## config.mk

```make
export PLATFORM = sky130hd
export DESIGN_NAME = dm_arbiter_flat
export DESIGN_NICKNAME = d
export VERILOG_FILES = /design/src/rtl/dm_arbiter_if.sv /design/src/rtl/dm_arbiter.sv /design/src/flat_wrapper.sv
export SDC_FILE = /design/constraint.sdc
export NUM_CORES = 1
export LEC_CHECK = 0
export BUFFER_PORTS_ARGS = -buffer_cell sky130_fd_sc_hd__buf_2
export CAP_MARGIN = 20
export CORE_UTILIZATION = 24
export CTS_CLUSTER_DIAMETER = 30
export DETAILED_ROUTE_END_ITERATION = 8
export PLACE_DENSITY = 0.71
export SETUP_SLACK_MARGIN = 0.1
export SYNTH_ARGS = -nofsm -noshare
export SYNTH_HDL_FRONTEND = slang
export SYNTH_SLANG_ARGS = --single-unit
export TNS_END_PERCENT = 20
```

## constraint.sdc

```tcl
create_clock -name clk -period 1.3 [get_ports clk]
set_input_delay 0.26 -clock clk [delete_from_list [all_inputs] [get_ports clk]]
set_output_delay 0.26 -clock clk [all_outputs]
set_load 0.01 [all_outputs]
```

## src/rtl/dm_arbiter_if.sv

```systemverilog
// dm_arbiter_if: CPU port, host port and data-memory bus of the DM arbiter.
// slave = arbiter side, master = requesters/memory side. host_lock: DM_ARB_HOST_LOCK_EN.
interface dm_arbiter_if #(
  parameter int ADDR_W = 8,
  parameter int DATA_W = 8
);
  logic              cpu_req;
  logic              cpu_we;
  logic [ADDR_W-1:0] cpu_addr;
  logic [DATA_W-1:0] cpu_wdata;
  logic [DATA_W-1:0] cpu_rdata;
  logic              cpu_stall;

  logic              host_req;
  logic              host_we;
  logic [ADDR_W-1:0] host_addr;
  logic [DATA_W-1:0] host_wdata;
  logic              host_ack;
  logic [DATA_W-1:0] host_rdata;
  logic              host_rvalid;
`ifdef DM_ARB_HOST_LOCK_EN
  logic              host_lock;
`endif

  logic [ADDR_W-1:0] dm_address;
  logic [DATA_W-1:0] dm_write_data;
  logic              dm_write_enable;
  logic [DATA_W-1:0] dm_read_data;

  modport slave (
    input  cpu_req, cpu_we, cpu_addr, cpu_wdata,
    output cpu_rdata, cpu_stall,
    input  host_req, host_we, host_addr, host_wdata,
`ifdef DM_ARB_HOST_LOCK_EN
    input  host_lock,
`endif
    output host_ack, host_rdata, host_rvalid,
    output dm_address, dm_write_data, dm_write_enable,
    input  dm_read_data
  );

  modport master (
    output cpu_req, cpu_we, cpu_addr, cpu_wdata,
    input  cpu_rdata, cpu_stall,
    output host_req, host_we, host_addr, host_wdata,
`ifdef DM_ARB_HOST_LOCK_EN
    output host_lock,
`endif
    input  host_ack, host_rdata, host_rvalid,
    input  dm_address, dm_write_data, dm_write_enable,
    output dm_read_data
  );
endinterface

```

## src/rtl/dm_arbiter.sv

```systemverilog
// dm_arbiter: shares single-port data memory between CPU (C) and host (H).
// CPU priority with starvation counter; optional host lock via DM_ARB_HOST_LOCK_EN.
// Ports: clk, rst (sync, active high), bus (dm_arbiter_if.slave).
module dm_arbiter #(
  parameter int ADDR_W       = 8,
  parameter int DATA_W       = 8,
  parameter int STARVE_LIMIT = 4,
  parameter int CNT_W        = 3
`ifdef DM_ARB_HOST_LOCK_EN
  ,
  parameter int LOCK_MAX     = 8
`endif
) (
  input  logic          clk,
  input  logic          rst,
  dm_arbiter_if.slave   bus
);

  logic             grant_c;
  logic             grant_h;
  logic [CNT_W-1:0] starve_cnt;
  logic             starve_hit;
  logic             lock_q;
  logic [DATA_W-1:0] host_rdata_q;
  logic             host_rvalid_q;

  assign starve_hit = (starve_cnt >= CNT_W'(STARVE_LIMIT));

  always_comb begin
    grant_c = 1'b0;
    grant_h = 1'b0;
    if (rst) begin
      grant_c = 1'b0;
    end else if (lock_q && bus.host_req) begin
      grant_h = 1'b1;
    end else if (bus.cpu_req && bus.host_req) begin
      grant_h = starve_hit;
      grant_c = ~starve_hit;
    end else if (bus.cpu_req) begin
      grant_c = 1'b1;
    end else if (bus.host_req) begin
      grant_h = 1'b1;
    end
  end

  always_comb begin
    bus.dm_address      = '0;
    bus.dm_write_data   = '0;
    bus.dm_write_enable = 1'b0;
    unique case (1'b1)
      grant_c: begin
        bus.dm_address      = bus.cpu_addr;
        bus.dm_write_data   = bus.cpu_wdata;
        bus.dm_write_enable = bus.cpu_we;
      end
      grant_h: begin
        bus.dm_address      = bus.host_addr;
        bus.dm_write_data   = bus.host_wdata;
        bus.dm_write_enable = bus.host_we;
      end
      default: ;
    endcase
  end

  assign bus.cpu_rdata   = bus.dm_read_data;
  assign bus.cpu_stall   = bus.cpu_req & ~grant_c & ~rst;
  assign bus.host_ack    = grant_h;
  assign bus.host_rdata  = host_rdata_q;
  assign bus.host_rvalid = host_rvalid_q;

  // Any cycle the host is not waiting resets its claim.
  always_ff @(posedge clk) begin
    if (rst) begin
      starve_cnt <= '0;
    end else if (grant_h || !bus.host_req) begin
      starve_cnt <= '0;
    end else if (bus.cpu_req && !starve_hit) begin
      starve_cnt <= starve_cnt + CNT_W'(1);
    end
  end

  always_ff @(posedge clk) begin
    if (rst) begin
      host_rdata_q  <= '0;
      host_rvalid_q <= 1'b0;
    end else if (grant_h && !bus.host_we) begin
      host_rdata_q  <= bus.dm_read_data;
      host_rvalid_q <= 1'b1;
    end else begin
      host_rvalid_q <= 1'b0;
    end
  end

`ifdef DM_ARB_HOST_LOCK_EN
  logic [CNT_W-1:0] lock_cnt;
  logic             lock_d;

  // Lock lapses after LOCK_MAX beats so a waiting CPU gets a slot.
  assign lock_d = grant_h & bus.host_lock &
                  (lock_cnt < CNT_W'(LOCK_MAX - 1));

  always_ff @(posedge clk) begin
    if (rst) begin
      lock_q   <= 1'b0;
      lock_cnt <= '0;
    end else begin
      lock_q <= lock_d;
      if (lock_d)
        lock_cnt <= lock_cnt + CNT_W'(1);
      else if (lock_q)
        lock_cnt <= '0;
    end
  end
`else
  assign lock_q = 1'b0;
`endif

endmodule
```

## src/flat_wrapper.sv

```systemverilog
// flat-port wrapper written by rule: the top's interface ports become plain ports
module dm_arbiter_flat 
#(
  parameter int ADDR_W       = 8,
  parameter int DATA_W       = 8,
  parameter int STARVE_LIMIT = 4,
  parameter int CNT_W        = 3

)
  (clk, rst, bus_cpu_req, bus_cpu_we, bus_cpu_addr, bus_cpu_wdata, bus_cpu_rdata, bus_cpu_stall, bus_host_req, bus_host_we, bus_host_addr, bus_host_wdata, bus_host_ack, bus_host_rdata, bus_host_rvalid, bus_dm_address, bus_dm_write_data, bus_dm_write_enable, bus_dm_read_data);
  dm_arbiter_if #(.ADDR_W(ADDR_W), .DATA_W(DATA_W)) bus_i ();
  input  logic clk;
  input  logic rst;
  input wire logic [$bits(bus_i.cpu_req)-1:0] bus_cpu_req;
  input wire logic [$bits(bus_i.cpu_we)-1:0] bus_cpu_we;
  input wire logic [$bits(bus_i.cpu_addr)-1:0] bus_cpu_addr;
  input wire logic [$bits(bus_i.cpu_wdata)-1:0] bus_cpu_wdata;
  output wire logic [$bits(bus_i.cpu_rdata)-1:0] bus_cpu_rdata;
  output wire logic [$bits(bus_i.cpu_stall)-1:0] bus_cpu_stall;
  input wire logic [$bits(bus_i.host_req)-1:0] bus_host_req;
  input wire logic [$bits(bus_i.host_we)-1:0] bus_host_we;
  input wire logic [$bits(bus_i.host_addr)-1:0] bus_host_addr;
  input wire logic [$bits(bus_i.host_wdata)-1:0] bus_host_wdata;
  output wire logic [$bits(bus_i.host_ack)-1:0] bus_host_ack;
  output wire logic [$bits(bus_i.host_rdata)-1:0] bus_host_rdata;
  output wire logic [$bits(bus_i.host_rvalid)-1:0] bus_host_rvalid;
  output wire logic [$bits(bus_i.dm_address)-1:0] bus_dm_address;
  output wire logic [$bits(bus_i.dm_write_data)-1:0] bus_dm_write_data;
  output wire logic [$bits(bus_i.dm_write_enable)-1:0] bus_dm_write_enable;
  input wire logic [$bits(bus_i.dm_read_data)-1:0] bus_dm_read_data;
  assign bus_i.cpu_req = bus_cpu_req;
  assign bus_i.cpu_we = bus_cpu_we;
  assign bus_i.cpu_addr = bus_cpu_addr;
  assign bus_i.cpu_wdata = bus_cpu_wdata;
  assign bus_cpu_rdata = bus_i.cpu_rdata;
  assign bus_cpu_stall = bus_i.cpu_stall;
  assign bus_i.host_req = bus_host_req;
  assign bus_i.host_we = bus_host_we;
  assign bus_i.host_addr = bus_host_addr;
  assign bus_i.host_wdata = bus_host_wdata;
  assign bus_host_ack = bus_i.host_ack;
  assign bus_host_rdata = bus_i.host_rdata;
  assign bus_host_rvalid = bus_i.host_rvalid;
  assign bus_dm_address = bus_i.dm_address;
  assign bus_dm_write_data = bus_i.dm_write_data;
  assign bus_dm_write_enable = bus_i.dm_write_enable;
  assign bus_i.dm_read_data = bus_dm_read_data;
  dm_arbiter #(.ADDR_W(ADDR_W), .DATA_W(DATA_W), .STARVE_LIMIT(STARVE_LIMIT), .CNT_W(CNT_W)) u_core (.clk(clk), .rst(rst), .bus(bus_i));
endmodule
```

==> impl_metrics.json, run 1 <==
{
  "grt_pass1_vias": 779,
  "finalNonFillerCells": 181,
  "drcViolationCount": 10,
  "clock_tree_from_tritoncts": "done",
  "io-pin-count": 82,
  "vdd.ir_drop.worst_uv": 421,
  "post_synthesis_sequential_area_ratio_pct": 32.5,
  "layout-area-overhead-vs-synth_pct": 61.1,
  "synthDistinctLibCells": 16,
  "fp.dieH_microns": 57.5,
  "final.setup.worst_slack_ps": -259,
  "numPortBuffers": 81,
  "worstPathCellList": "a211oi_4 -> buf_12 -> a22o_1 -> buf_2",
  "final.setup_skew_ps": 1.06,
  "grt_setup_unrepaired": "true",
  "diodes": 0,
  "synth-async-reset-ratio_pct": 0,
  "detailed_place_hpwl_microns": 1760,
  "rows": 19,
  "syn_area_per_cell_sq_um": 10.3,
  "cellLeakagePower_nw": 0.703,
  "dpl.cell_count": 176,
  "initial_utilization_pct": 26.1,
  "finalCritPeriodShare_pct": 120,
  "post-cts-setup-buffers": 0,
  "crit_arrival_ps": 1300,
  "cts_num_sinks": 12,
  "setup-violations-final": 18,
  "power.density_cell_area_mw_per_mm2": 781,
  "dpl_cell_area_sq_mm": 0.00114,
  "syn_inst": 72,
  "globalRouteTotalUtil_pct": 12.4,
  "routed_via_count_divided_by_cell_count": 4.59,
  "critical_path.max_stage_delay_ps": 350,
  "fp.coreArea_sq_mm": 0.00283,
  "clock-root-buffer": "sky130_fd_sc_hd__clkbuf_4",
  "synth_top_area_cell": "sky130_fd_sc_hd__dfxtp_1",
  "fmax_mhz": 642,
  "gp_routability_congestion": 0.674,
  "post_synth_edffs": 0,
  "netlist_top_cells_area": "sky130_fd_sc_hd__dfxtp_1 32%, sky130_fd_sc_hd__a22o_1 20%, sky130_fd_sc_hd__mux2_2 12%",
  "setup.worst_path.class": "reg -> out",
  "worst_hold_slack_ps": 227,
  "die_width_microns": 57.5,
  "yosys_warnings": 0,
  "critical_path_peak_fanout": 17,
  "status": "finished with violations",
  "crit_path_top_delay_cell": "sky130_fd_sc_hd__dfxtp_2",
  "grt_first_pass_wirelength_microns": 3170,
  "mappedNetlistNets": 119,
  "r2r_setup_slack_ps": 120,
  "synthFlopType": "sky130_fd_sc_hd__dfxtp_1",
  "failed_checks": "design-rule violations, negative setup slack",
  "firstDrtPassIters": 6,
  "ctsHtreeMaxLevel": 1,
  "hold_violations": 0,
  "timing_worst_slew_pin_value_ps": 243,
  "type_of_element_launching_the_critical_path": "flop",
  "clk-insertion-delay-late_ps": 260,
  "num-nets-final": 198,
  "gr-max-usage-layer": "met2",
  "synth.cell_area_sq_um": 739,
  "grt.met1_usage_pct": 11.1,
  "grt_overflow_total": 0,
  "post_synth_most_frequent_cells": "17 x sky130_fd_sc_hd__a22o_1, 12 x sky130_fd_sc_hd__dfxtp_1, 10 x sky130_fd_sc_hd__buf_4",
  "yosys_register_bits": 12,
  "initial_drt_markers": 39,
  "synth_top_cell_area_share_pct": 32.5,
  "max_cap_viol_count": 0,
  "worst_hold_path_type": "in -> reg",
  "critical_path_required_ps": 1040,
  "drive_above_1_share_pct": 69.3,
  "grt.met3_usage_pct": 2.49,
  "report.final.slew_viol_count": 0,
  "slew-limit-headroom_pct": 83.8,
  "synth_most_common_cell": "sky130_fd_sc_hd__a22o_1",
  "drt-total-wl_microns": 2120,
  "wl_per_cell_microns": 11.7,
  "timing.critical_path.to_type": "output pin",
  "antenna_left": 0,
  "die_area_sq_mm": 0.00331,
  "clkTransAtPathRegs_ps": 70,
  "num_vias": 831,
  "cts-buffers-inserted": 3,
  "grt_max_degree": 18,
  "hold_fix_buffers_at_cts": 0,
  "clock_path_buffers": 2,
  "global_route.usage.met2_pct": 26.2,
  "antenna_found_initial": 0,
  "finalWorstPathRequiredPeriod_ps": 1560,
  "finalInstanceArea_sq_mm": 0.00119,
  "totalNegativeSetupSlack_ps": -4060
}
-- cells by family after synthesis --
| family | Yosys count | synth area share (%) |
|---|---|---|
| fa+ha+maj | 1 | 1.69 |
| flops | 12 | 32.5 |
| buf+inv | 15 | 14.7 |
| compound gates | 18 | 22.8 |
| simple gates | 18 | 16.1 |
| mux | 8 | 12.2 |
-- registers in the layout, summed over array words and instances (netlist names) --
signal / flops
u_core.bus.host_rdata: 8
u_core.starve_cnt: 3
u_core.bus.host_rvalid: 1
-- worst max-delay path, delay by kind of cell, from the launching register on --
kind | cells | cell delay, ps
DFF | 1 | 350
buffers and inverters | 2 | 300
AOI/OAI and AO/OA | 2 | 380
-- cell usage in the layout, fill, tap and decap left out, drive strengths merged --
| cell type | count |
|---|---|
| dfxtp | 12 |
| mux2 | 8 |
| buf | 85 |
| nor2 | 1 |
| and2 | 2 |
| and3 | 3 |
| nor2b | 10 |
| nand3 | 1 |
| nand2b | 1 |
| a211oi | 1 |
| inv | 3 |
| a22o | 17 |
| ha | 1 |
| nand2 | 1 |
| clkbuf | 4 |
-- cell type report --
type / instances / area, sq um
fillers: 282 / 1640
repair buffers: 85 / 454
multi-input cells: 46 / 409
flip-flops and latches: 12 / 241
well taps: 31 / 38.8
clock buffers: 4 / 36.3
inverters: 3 / 11.3
-- report_power, final --
part,internal [mW],switching (mW),total (mW),leakage [nW]
Combinational,0.143,0.117,0.260,0.584
Sequential,0.379,0.00477,0.384,0.0980
Clock,0.170,0.117,0.287,0.0210
-- worst paths after layout --
check                                                  startpoint                               endpoint  depth (start not counted)
worst max-delay path            u_core.starve_cnt[2]$_SDFFE_PP0P_                   bus_dm_write_data[4]                          4
worst max register to register  u_core.starve_cnt[2]$_SDFFE_PP0P_  u_core.bus.host_rdata[5]$_SDFFE_PP0P_                          3
worst min-delay path                          bus_dm_read_data[6]  u_core.bus.host_rdata[6]$_SDFFE_PP0P_                          2
worst min register to register  u_core.starve_cnt[0]$_SDFFE_PP0P_      u_core.starve_cnt[0]$_SDFFE_PP0P_                          1
-- per-stage QoR --
step / power [mW] / setup WS, ps / util [%]
6_report: 0.930 / -259 / 42.1
5_1_grt: 0.987 / -320 / 42.1
4_1_cts: 0.948 / -274 / 42.1
3_5_place_dp: 0.650 / -89.3 / 40.3
3_3_place_gp: 0.643 / -52.5 / 40.3
2_1_floorplan: 0.530 / -43.7 / -
-- timing repair --
action	4_1_cts	5_1_grt
resized for setup	2	0
cloned	1	0
pin swaps	6	0
setup endpoints to repair	19	27
-- metal layers --
metal / wire length, microns / up-vias
met1: 754 / 363
met3: 278 / 0
li1: - / 408
met5: 0 / -
met2: 1090 / 60
met4: 0 / 0
Power figures use the tool's default switching activity.
==> inputs of run 2 (changes only) <==
--- a/config.mk
+++ b/config.mk
@@ -7,10 +7,10 @@
 export LEC_CHECK = 0
 export BUFFER_PORTS_ARGS = -buffer_cell sky130_fd_sc_hd__buf_2
 export CAP_MARGIN = 20
-export CORE_UTILIZATION = 24
+export CORE_UTILIZATION = 30
 export CTS_CLUSTER_DIAMETER = 30
 export DETAILED_ROUTE_END_ITERATION = 8
-export PLACE_DENSITY = 0.71
+export PLACE_DENSITY = 0.84
 export SETUP_SLACK_MARGIN = 0.1
 export SYNTH_ARGS = -nofsm -noshare
 export SYNTH_HDL_FRONTEND = slang
==> run 2 against run 1 <==
The run ends with negative setup slack left. Utilization grew 9.5 points. Routed wire length fell by 3.4%. Worst setup slack improved by 9.7 ps. Power down 8.1%. Via count decreased by 0.72%. Die area decreased by 19%. Global-route usage up 3.0 points. Non-clock buffer count unchanged. Sequential power is essentially flat. Design area is 1.5% lower. Critical endpoint is now bus_dm_write_data[2]. Highest routed layer is now met4.
==> impl_metrics.json, run 2 (synthesis results as in run 1) <==
{
  "rows": 17,
  "max_cap_viol_count": 0,
  "layout-area-overhead-vs-synth_pct": 58.7,
  "antenna_found_initial": 0,
  "net_switching_power_mw": 0.226,
  "intPower_mw": 0.629,
  "drt-total-wl_microns": 2050,
  "fp.dieH_microns": 51.6,
  "hold_violations": 0,
  "finalWorstPathRequiredPeriod_ps": 1550,
  "globalRouteTotalUtil_pct": 15.3,
  "die_area_sq_mm": 0.00267,
  "critical_path_required_ps": 1040,
  "worst_hold_path_type": "in -> reg",
  "vdd.ir_drop.worst_uv": 469,
  "power.switching_fraction_pct": 26.4,
  "grt_pass1_vias": 747,
  "diodes": 0,
  "num-nets-final": 198,
  "clock_tree_from_tritoncts": "done",
  "mostFrequentLayoutCells": "80 x sky130_fd_sc_hd__buf_2, 17 x sky130_fd_sc_hd__a22o_1, 11 x sky130_fd_sc_hd__dfxtp_1",
  "grt_overflow_total": 0,
  "io-pin-count": 82,
  "gp_routability_congestion": 0.738,
  "worstHoldPathCells": 2,
  "num_vias": 825,
  "type_of_element_launching_the_critical_path": "flop",
  "largest_reg_flops": 8,
  "post_placement_worst_setup_slack_ps": -63.2,
  "die_width_microns": 51.6,
  "power.density_cell_area_mw_per_mm2": 728,
  "status": "finished with violations",
  "clkTransAtPathRegs_ps": 70,
  "wl_per_cell_microns": 11.6,
  "detailed_place_hpwl_microns": 1670,
  "crit_arrival_ps": 1290,
  "setup.worst_path.class": "reg -> out",
  "clock_power_share_pct": 24.7,
  "drcViolationCount": 0,
  "initial_drt_markers": 7,
  "clk-insertion-delay-late_ps": 260,
  "critical_path_peak_fanout": 17,
  "final.setup_skew_ps": 1.46,
  "hold_fix_buffers_at_cts": 0,
  "grt_setup_unrepaired": "true",
  "timing_worst_slew_pin_value_ps": 237,
  "fmax_mhz": 646,
  "grt_max_degree": 18,
  "slew-limit-headroom_pct": 84.2,
  "totalNegativeSetupSlack_ps": -4120,
  "setup-violations-final": 18,
  "reg2reg_depth": 3,
  "crit_path_top_delay_cell": "sky130_fd_sc_hd__dfxtp_2",
  "failed_checks": "negative setup slack",
  "finalCritPeriodShare_pct": 119,
  "sequentialPowerShare_pct": 44.9,
  "combinationalPowerShare_pct": 30.4,
  "initial_utilization_pct": 32.5,
  "numPortBuffers": 81,
  "layout_commonest_cell": "sky130_fd_sc_hd__buf_2",
  "cellLeakagePower_nw": 0.696,
  "report.final.slew_viol_count": 0,
  "drive_above_1_share_pct": 69.1,
  "path_delay_family": "compound AO/OA/AOI/OAI gates",
  "final.setup.worst_slack_ps": -249,
  "fp.coreArea_sq_mm": 0.00228,
  "sum_of_internal_switching_and_leakage_power_mw": 0.855,
  "filler_cell_count": 219,
  "antenna_left": 0,
  "timing.critical_path.to_type": "output pin",
  "worstPathCellList": "a211oi_4 -> buf_12 -> a22o_1 -> buf_2",
  "ctsHtreeMaxLevel": 1,
  "critPathBufInv": 2,
  "critical_path_cell_count": 4,
  "grt_first_pass_wirelength_microns": 3010,
  "clock-root-buffer": "sky130_fd_sc_hd__clkbuf_4",
  "critical_path.max_stage_delay_ps": 340,
  "clock_path_buffers": 2,
  "post-cts-setup-buffers": 0,
  "cts_num_sinks": 12,
  "firstDrtPassIters": 4,
  "routed_via_count_divided_by_cell_count": 4.66,
  "cts-buffers-inserted": 3
}
[run 2: stage by stage]
stage | std cells | hold WS [ps] | cell area (sq um) | util [%]
after floorplan | 72 | 396 | 758 | -
after global placement | 173 | 404 | 1140 | 49.9
after detailed placement | 173 | 420 | 1140 | 49.9
after CTS | 177 | 233 | 1170 | 51.3
after global routing | 177 | 232 | 1170 | 51.6
final | 177 | 238 | 1170 | 51.6
[run 2: worst paths after layout]
path / endpoint / from / slack (ps)
max: bus_dm_write_data[2] / u_core.starve_cnt[2]$_SDFFE_PP0P_ / -250
min: u_core.bus.host_rdata[7]$_SDFFE_PP0P_ / bus_dm_read_data[7] / 240
max reg2reg: u_core.bus.host_rdata[2]$_SDFFE_PP0P_ / u_core.starve_cnt[2]$_SDFFE_PP0P_ / 120
min reg2reg: u_core.starve_cnt[0]$_SDFFE_PP0P_ / u_core.starve_cnt[0]$_SDFFE_PP0P_ / 430
[run 2: cell type report]
class,count,area (sq um),area share (%)
repair buffers,85,454,38.7
multi-input cells,46,409,34.9
flip-flops and latches,12,241,20.6
well taps,28,35.0,2.99
clock buffers,3,22.5,1.92
inverters,3,11.3,0.959
[run 2: repair_timing]
item,in CTS,in global routing
resized for setup,1,2
setup endpoints to repair,19,27
cloned,1,0
endpoints found under the hold margin,0,0
[run 2: power groups by stage]
stage / Combinational [mW] / Clock [mW] / Sequential [mW]
global placement: 0.249 / 0 / 0.391
global route: 0.284 / 0.242 / 0.385
CTS: 0.261 / 0.221 / 0.384
floorplan: 0.133 / 0 / 0.397
finish: 0.260 / 0.211 / 0.384
detailed placement: 0.256 / 0 / 0.392
[run 2: routing by layer]
layer / track usage (%) / up-vias / share of wire [%]
met2: 33.5 / 56 / 54
met5: 0 / - / 0
met4: 6.76 / 0 / 0.49
met3: 1.46 / 2 / 10
met1: 13.3 / 361 / 35
li1: - / 406 / -
==> inputs of run 3 (changes only) <==
--- a/config.mk
+++ b/config.mk
@@ -6,7 +6,6 @@
 export NUM_CORES = 1
 export LEC_CHECK = 0
 export BUFFER_PORTS_ARGS = -buffer_cell sky130_fd_sc_hd__buf_2
-export CAP_MARGIN = 20
 export CORE_UTILIZATION = 30
 export CTS_CLUSTER_DIAMETER = 30
 export DETAILED_ROUTE_END_ITERATION = 8
==> constraint.sdc (replaced) <==
create_clock -name clk -period 1.3 [get_ports clk]
set_input_delay 0.26 -clock clk [delete_from_list [all_inputs] [get_ports clk]]
set_output_delay 0.26 -clock clk [all_outputs]
set_load 0.005 [all_outputs]
==> run 3 against run 2 <==
The run still ends with negative setup slack left. Final cell count grew 0.56%. Die area is the same. Sequential share of layout area is essentially flat. Sequential cell count is the same. Power shrank 2.8%. Utilization grew 0.055 points. Clock power is essentially flat. Critical path type unchanged.
==> impl_metrics.json, run 3 (synthesis results as in run 1) <==
{
  "status": "finished with violations",
  "failed_checks": "negative setup slack",
  "global_route.usage.met2_pct": 32.7,
  "drcViolationCount": 0,
  "path_delay_family": "compound AO/OA/AOI/OAI gates",
  "finalWorstPathRequiredPeriod_ps": 1530,
  "fp.coreArea_sq_mm": 0.00228,
  "rows": 17,
  "grt_pass1_vias": 749,
  "grt.met1_usage_pct": 13.8,
  "combinationalPowerShare_pct": 28.4,
  "die_area_sq_mm": 0.00267,
  "firstDrtPassIters": 2,
  "die_width_microns": 51.6,
  "clock_tree_from_tritoncts": "done",
  "report.final.slew_viol_count": 0,
  "final_core_util_pct": 51.6,
  "num_vias": 852,
  "critPathBufInv": 2,
  "finalInstanceArea_sq_mm": 0.00117,
  "critical_path_required_ps": 1040,
  "grt_setup_unrepaired": "true",
  "type_of_element_launching_the_critical_path": "flop",
  "slew-limit-headroom_pct": 84.6,
  "initial_drt_markers": 1,
  "grt_max_degree": 18,
  "initial_utilization_pct": 32.5,
  "cellLeakagePower_nw": 0.699,
  "antenna_left": 0,
  "final.setup.worst_slack_ps": -226,
  "layout-area-overhead-vs-synth_pct": 58.9,
  "timing.critical_path.to_type": "output pin",
  "grt_first_pass_wirelength_microns": 3020,
  "detailed_place_hpwl_microns": 1760,
  "multi_input_comb_area_sq_um": 409,
  "drive_above_1_share_pct": 69.3,
  "fmax_mhz": 655,
  "gp_routability_congestion": 0.691,
  "critical_path.max_stage_delay_ps": 350,
  "grt.met3_usage_pct": 1.46,
  "fp.dieH_microns": 51.6,
  "worstPathCellList": "a211oi_4 -> buf_12 -> a22o_1 -> buf_2",
  "max_cap_viol_count": 0,
  "sequentialPowerShare_pct": 46.2,
  "largest_reg_flops": 8,
  "ctsHtreeMaxLevel": 1,
  "diodes": 0,
  "setup-violations-final": 18,
  "num-nets-final": 199,
  "globalRouteTotalUtil_pct": 15.1,
  "dpl_cell_area_sq_mm": 0.00114,
  "clock_path_buffers": 2,
  "final.setup_skew_ps": 1.97,
  "io-pin-count": 82,
  "critical_path_peak_fanout": 17,
  "post_placement_worst_setup_slack_ps": -40.4,
  "clkTransAtPathRegs_ps": 70,
  "worst_hold_path_type": "in -> reg",
  "sum_of_internal_switching_and_leakage_power_mw": 0.831,
  "clock-root-buffer": "sky130_fd_sc_hd__clkbuf_4",
  "timing_worst_slew_pin_value_ps": 231,
  "layout_commonest_cell": "sky130_fd_sc_hd__buf_2",
  "numPortBuffers": 81,
  "cts_num_sinks": 12,
  "drt-total-wl_microns": 2070,
  "mostFrequentLayoutCells": "81 x sky130_fd_sc_hd__buf_2, 17 x sky130_fd_sc_hd__a22o_1, 11 x sky130_fd_sc_hd__dfxtp_1",
  "cts-buffers-inserted": 3,
  "crit_arrival_ps": 1270,
  "clock_power_share_pct": 25.4,
  "crit_path_top_delay_cell": "sky130_fd_sc_hd__dfxtp_2",
  "setup.worst_path.class": "reg -> out",
  "filler_cell_count": 222,
  "net_switching_power_mw": 0.202,
  "clk-insertion-delay-late_ps": 260,
  "antenna_found_initial": 0,
  "hold_violations": 0,
  "power.switching_fraction_pct": 24.3,
  "regArea_sq_um": 241,
  "power.density_cell_area_mw_per_mm2": 707,
  "post-cts-setup-buffers": 0,
  "intPower_mw": 0.628,
  "gr-max-usage-layer": "met2",
  "vdd.ir_drop.worst_uv": 576,
  "grt_overflow_total": 0,
  "finalCritPeriodShare_pct": 117,
  "routed_via_count_divided_by_cell_count": 4.79,
  "wl_per_cell_microns": 11.6
}
run 3: layout make-up:
cell class,instances,area share (%)
flip-flops and latches,12,20.6
well taps,28,2.98
clock buffers,3,1.92
multi-input cells,46,34.8
repair buffers,86,38.8
inverters,3,0.958
run 3: worst register-to-register path, cell delays in order (launching register included):
cell and delay [ps]:
sky130_fd_sc_hd__dfxtp_2 370, sky130_fd_sc_hd__nand2b_4 150, sky130_fd_sc_hd__nand3_2 210, sky130_fd_sc_hd__mux2_2 340
run 3: final timing paths:
check                                    startpoint                               endpoint  slack, ps  depth (start not counted)
setup / recovery  u_core.starve_cnt[2]$_SDFFE_PP0P_                   bus_dm_write_data[6]       -230                          4
hold / removal                  bus_dm_read_data[2]  u_core.bus.host_rdata[2]$_SDFFE_PP0P_        240                          2
setup reg to reg  u_core.starve_cnt[2]$_SDFFE_PP0P_  u_core.bus.host_rdata[5]$_SDFFE_PP0P_        110                          3
hold reg to reg   u_core.starve_cnt[0]$_SDFFE_PP0P_      u_core.starve_cnt[0]$_SDFFE_PP0P_        420                          1
run 3: power groups by stage:
stage / registers [mW] / clock network, mW / logic [mW]
6_report: 0.384 / 0.211 / 0.236
2_1_floorplan: 0.393 / 0 / 0.116
5_1_grt: 0.385 / 0.239 / 0.260
4_1_cts: 0.384 / 0.224 / 0.240
3_5_place_dp: 0.392 / 0 / 0.235
3_3_place_gp: 0.391 / 0 / 0.229
run 3: per-layer routing:
metal	vias to the layer above	wire length, microns
met5	-	0
met4	0	0
met3	0	231
met2	57	1080
met1	386	757
li1	409	-
run 3: metrics by stage:
step                      instances  hold WS, ps  TNS [ps]
final                           178          236     -3650
after global routing            178          232     -4710
after CTS                       178          225     -3950
after detailed placement        174          409      -417
after global placement          174          404     -98.6
after floorplan                  72          396         0
run 3: what timing repair did:
item                       4_1_cts  5_1_grt
gates resized for setup          1        0
hold buffers                     0        0
setup endpoints to repair       18       27
cloned                           1        0
